### src/rtl/regfile_writeback.sv
// Register-file write-port driver: merges unstallable ALU results with buffered
// load results, tracks pending loads per register and shadows x10 for the top level.
module regfile_writeback #(
  parameter int ADDRESS_WIDTH = 5,
  parameter int DATA_WIDTH    = 32,
  parameter int FIFO_DEPTH    = 2
) (
  input  logic                            clk,
  input  logic                            rst,
  input  logic                            alu_valid,
  input  logic [ADDRESS_WIDTH-1:0]        alu_rd,
  input  logic [DATA_WIDTH-1:0]           alu_data,
  input  logic                            mem_valid,
  output logic                            mem_ready,
  input  logic [ADDRESS_WIDTH-1:0]        mem_rd,
  input  logic [DATA_WIDTH-1:0]           mem_data,
  input  logic                            issue_valid,
  input  logic [ADDRESS_WIDTH-1:0]        issue_rd,
  output logic [(2**ADDRESS_WIDTH)-1:0]   busy,
  output logic [ADDRESS_WIDTH-1:0]        AD3,
  output logic                            WE3,
  output logic [DATA_WIDTH-1:0]           WD3,
  output logic [DATA_WIDTH-1:0]           a0,
  output logic [$clog2(FIFO_DEPTH+1)-1:0] fifo_count
);

  localparam int NUM_REGS = 2 ** ADDRESS_WIDTH;
  localparam int CNT_W    = $clog2(FIFO_DEPTH + 1);
  localparam int PTR_W    = (FIFO_DEPTH > 1) ? $clog2(FIFO_DEPTH) : 1;
  localparam logic [CNT_W-1:0]         FULL_CNT = CNT_W'(FIFO_DEPTH);
  localparam logic [PTR_W-1:0]         LAST_PTR = PTR_W'(FIFO_DEPTH - 1);
  localparam logic [ADDRESS_WIDTH-1:0] A0_REG   = ADDRESS_WIDTH'(10);

  logic [ADDRESS_WIDTH-1:0] fifo_rd   [FIFO_DEPTH];
  logic [DATA_WIDTH-1:0]    fifo_data [FIFO_DEPTH];
  logic [PTR_W-1:0]         rd_ptr;
  logic [PTR_W-1:0]         wr_ptr;

  logic                     accept;
  logic                     fifo_empty;
  logic                     enq;
  logic                     deq;
  logic                     commit_valid;
  logic                     commit_is_load;
  logic [ADDRESS_WIDTH-1:0] commit_rd;
  logic [DATA_WIDTH-1:0]    commit_data;
  logic [NUM_REGS-1:0]      busy_next;

  // Ready depends on occupancy only; a draining full FIFO still refuses.
  assign mem_ready  = (fifo_count != FULL_CNT);
  assign accept     = mem_valid && mem_ready;
  assign fifo_empty = (fifo_count == '0);

  always_comb begin
    commit_valid   = 1'b0;
    commit_is_load = 1'b0;
    commit_rd      = '0;
    commit_data    = '0;
    enq            = 1'b0;
    deq            = 1'b0;
    if (alu_valid) begin
      commit_valid = 1'b1;
      commit_rd    = alu_rd;
      commit_data  = alu_data;
      enq          = accept;
    end else if (!fifo_empty) begin
      commit_valid   = 1'b1;
      commit_is_load = 1'b1;
      commit_rd      = fifo_rd[rd_ptr];
      commit_data    = fifo_data[rd_ptr];
      deq            = 1'b1;
      enq            = accept;
    end else if (accept) begin
      commit_valid   = 1'b1;
      commit_is_load = 1'b1;
      commit_rd      = mem_rd;
      commit_data    = mem_data;
    end
  end

  // Set after clear so a newly issued load wins over the retiring one.
  always_comb begin
    busy_next = busy;
    if (commit_is_load) busy_next[commit_rd] = 1'b0;
    if (issue_valid && (issue_rd != '0)) busy_next[issue_rd] = 1'b1;
  end

  always_ff @(posedge clk) begin
    if (rst) begin
      AD3        <= '0;
      WE3        <= 1'b0;
      WD3        <= '0;
      a0         <= '0;
      busy       <= '0;
      fifo_count <= '0;
      rd_ptr     <= '0;
      wr_ptr     <= '0;
    end else begin
      busy <= busy_next;
      WE3  <= commit_valid && (commit_rd != '0);
      if (commit_valid && (commit_rd != '0)) begin
        AD3 <= commit_rd;
        WD3 <= commit_data;
        if (commit_rd == A0_REG) a0 <= commit_data;
      end
      if (enq) wr_ptr <= (wr_ptr == LAST_PTR) ? '0 : wr_ptr + 1'b1;
      if (deq) rd_ptr <= (rd_ptr == LAST_PTR) ? '0 : rd_ptr + 1'b1;
      case ({enq, deq})
        2'b10:   fifo_count <= fifo_count + 1'b1;
        2'b01:   fifo_count <= fifo_count - 1'b1;
        default: fifo_count <= fifo_count;
      endcase
    end
  end

  // Storage needs no reset; occupancy and pointers define what is valid.
  always_ff @(posedge clk) begin
    if (!rst && enq) begin
      fifo_rd[wr_ptr]   <= mem_rd;
      fifo_data[wr_ptr] <= mem_data;
    end
  end

endmodule

### config.mk
export PLATFORM = sky130hd
export DESIGN_NAME = regfile_writeback
export DESIGN_NICKNAME = d
export VERILOG_FILES = /design/src/rtl/regfile_writeback.sv
export SDC_FILE = /design/constraint.sdc
export NUM_CORES = 1
export LEC_CHECK = 0
export ABC_AREA = 1
export CORE_MARGIN = 3
export CORE_UTILIZATION = 49
export DETAILED_ROUTE_END_ITERATION = 8
export PLACE_DENSITY_LB_ADDON = 0.15
export SYNTH_ARGS = -nofsm -noshare
export SYNTH_HDL_FRONTEND = slang
export SYNTH_SLANG_ARGS = --single-unit
export TNS_END_PERCENT = 50
### constraint.sdc
create_clock -name clk -period 5 [get_ports clk]
set_clock_uncertainty 0.15 [all_clocks]
set_input_delay 0.75 -clock clk [delete_from_list [all_inputs] [get_ports clk]]
set_output_delay 0.75 -clock clk [all_outputs]
set_load 0.02 [all_outputs]
==> metrics.csv <==
stage;metric;value;unit
power;leakagePower;3.78;nW
route;wl;20.1;mm
synth;synth-edff-count;74;
placement;post-dp-hpwl;13.4;mm
global_routing;gr-total-overflow;0;
synth;ys.flop_type;dfxtp_1;
timing;final.setup.tns;0;ns
synth;synth.area.mux_share;0.00135;
cells_and_area;n_antenna_cell;0;
timing;fmax;0.315;GHz
run_status;status;finished, final reports clean;
min_path;hold_depth;2;
clock_network;clk_path_buf_depth;2;
worst_setup_path;start_kind;input pin;
clock_network;postCtsSetupRepairBufs;0;
route;via_count;6343;
route;wl_per_cell;16.3;um
min_path;hp-start;busy[0];
timing;rsz0062_at_grt;no;
synth;synthArstFlopShare;0;
worst_setup_path;ff2ff_path_depth;11;
cells_and_area;syn_to_final_growth;34.5;%
worst_setup_path;crit_type;input pin to flip-flop;
route;ant_nets;0;
timing;post-route-min-period;3.18;ns
run;cap_violations;0;
synth;yosysWarnings;0;
synth;synth-simple-area-share;0.195;
synth;synth_top_area_frac;0.299;
synth;synth_area_leader_cell;edfxtp_1;
die;die-area;16700;um^2
power;cellPowerDensity;432;nW/um^2
synth;syn_area;7430;um^2
global_routing;antenna_found_initial;0;
synth;synth-xor-area-share;0;
cells_and_area;fin_nets;1115;
synth;synth.top_cells.by_count;nand2_1, a21oi_1, dfxtp_1;
timing;fin_crit_sh;0.636;
placement;port_buffers;188;
global_routing;grt_first_pass_wirelength;31.8;mm
synth;ys_top_cells_by_area;edfxtp_1, dfxtp_1, nand2_1, a21oi_1, nor2_1;
worst_setup_path;arrival;3.31;ns
clock_network;cts_root_buffer;clkbuf_16;
placement;place.gp.congestion;0.920;
cells_and_area;drive_gt1_frac;0.0537;
clock_network;htreeDepth;4;
global_routing;grt_pass1_vias;6050;
route;dr.first_iter.drc_count;524;
timing;setup_viol;0;
die;start_util;0.505;
timing;hold_ws;0.309;ns
timing;report.final.slew_viol_count;0;
clock_network;cts-resized-gates;0;
worst_setup_path;startpoint;mem_valid;
route;vias_per_cell;5.17;
synth;synth_cell_type_count;29;
synth;synth_top_family_by_area;simple AND/OR/NAND/NOR gates;
route;drcViolationCount;0;
die;io_pins;189;
clock_network;cts_made_buffers;17;
synth;synth_nets;943;
timing;worst_slew_pin_slew;1.16;ns
synth;syn-mean-instance-area;8.66;um^2
global_routing;grt_usage;0.246;
synth;yosysSeqAreaShare;0.587;
synth;ys_seq_elements;181;
clock_network;clock_sinks;181;
synth;synthAdderAreaFrac;0.00168;
clock_network;clock_latency;0.43;ns
die;fp.dieH;129;um
timing;finalHoldViolations;0;
worst_setup_path;cp-end-kind;flip-flop;
global_routing;grt_max_degree;54;
die;core-area;14700;um^2
die;std_cell_rows;44;
worst_setup_path;cp_max_fo;33;
clock_network;cts_hold_buf;0;
worst_setup_path;critical_path_required;5.13;ns
placement;dp_worst_setup_slack;1.37;ns
clock_network;cts_tree;yes;
timing;worst_slack;1.82;ns
synth;synth_compound_gate_area_share;0.150;
timing;max-slew-margin-rel;0.228;
power;vdd_drop_max;0.244;mV
min_path;hold_path_class;flip-flop to flip-flop;
die;die_x;129;um
route;drt_first_pass_iters;5;
clock_network;clk_pin_slew;0.06;ns
synth;yosysMostFrequentCell;nand2_1;
synth;syn-instance-count;858;
-- registers in the layout, indices dropped and copies added (netlist names), named ones only --
signal      cells
fifo_data      64
WD3            32
a0             32
busy           32
fifo_rd        10
AD3             5
fifo_count      2
WE3             1
rd_ptr          1
wr_ptr          1
-- worst paths after layout --
kind	to	slack (ns)
max	a0[8]	1.82
min	busy[0]	0.31
max reg2reg	WD3[23]	2.02
min reg2reg	busy[0]	0.31
-- area by class of cell --
type,count,area [um^2]
Inverter,73,275
Sequential cell,181,4370
Clock buffer,20,437
Clock inverter,12,161
Multi-Input combinational cell,562,2600
Timing Repair Buffer,195,1930
Fill cell,1218,4710
Tap cell,184,230
-- worst max-delay path, cell delays in order --
cell and delay, ns:
clkdlybuf4s50_1 0.62, inv_2 0.07, nor2_4 0.21, nand3_1 0.12, nand3_2 0.14, inv_2 0.10, nand3_2 0.08, buf_4 0.38
clkinv_2 0.55, nand2_1 0.18, a21oi_1 0.08
-- placed cells by master, fill, tap and decap left out --
cell type and count:
buf_2 1, nor2_1 69, a21oi_1 128, nor2_2 1, nand2_1 242, or2_1 1
dfxtp_1 106, clkinv_1 4, clkinvlp_4 1, nand3_1 16, ha_1 1, clkinv_4 1
nand3_2 5, a211oi_1 25, mux2i_1 1, clkinv_2 3, nand3_4 1, inv_2 7
o21ai_1 1, dfxtp_2 1, inv_1 65, nor3_1 10, nor2_4 5, nand4_1 3
clkbuf_16 17, o211ai_1 1, nor3_2 1, clkbuf_1 3, clkdlybuf4s50_1 186, o21ai_0 45
buf_4 8, o311ai_0 3, bufinv_16 4, edfxtp_1 74, a31oi_1 3
-- routing by layer --
metal	routed length, um	vias up	GRT usage
li1	-	3198	-
met1	8920	2902	0.334
met2	9500	214	0.393
met3	1290	29	0.0532
met4	347	0	0.0859
met5	0	-	0
-- report_power, final --
group	switching (mW)	internal, mW
sequential	0.0718	1.70
combinational	0.758	0.417
clock	0.545	0.829
total	1.38	2.94
-- through the flow --
| step | cells | area, um^2 | utilization | total power, mW |
|---|---|---|---|---|
| after floorplan | 858 | 7430 | - | 2.52 |
| after global placement | 1195 | 9390 | 0.639 | 2.96 |
| after detailed placement | 1195 | 9390 | 0.639 | 2.98 |
| after CTS | 1227 | 9990 | 0.680 | 4.34 |
| after global routing | 1227 | 9990 | 0.680 | 4.54 |
| final | 1227 | 9990 | 0.680 | 4.32 |
-- logic make-up (layout without fill, tap and decap cells) --
kind of cell,after synthesis,in the layout
AND/OR/NAND/NOR,354,354
multiplexers,1,1
adder cells (fa/ha/maj),1,1
flip-flops,181,181
buffers and inverters,115,300
AO/OA/AOI/OAI,206,206
No activity file was read; power rests on OpenSTA's default activity.
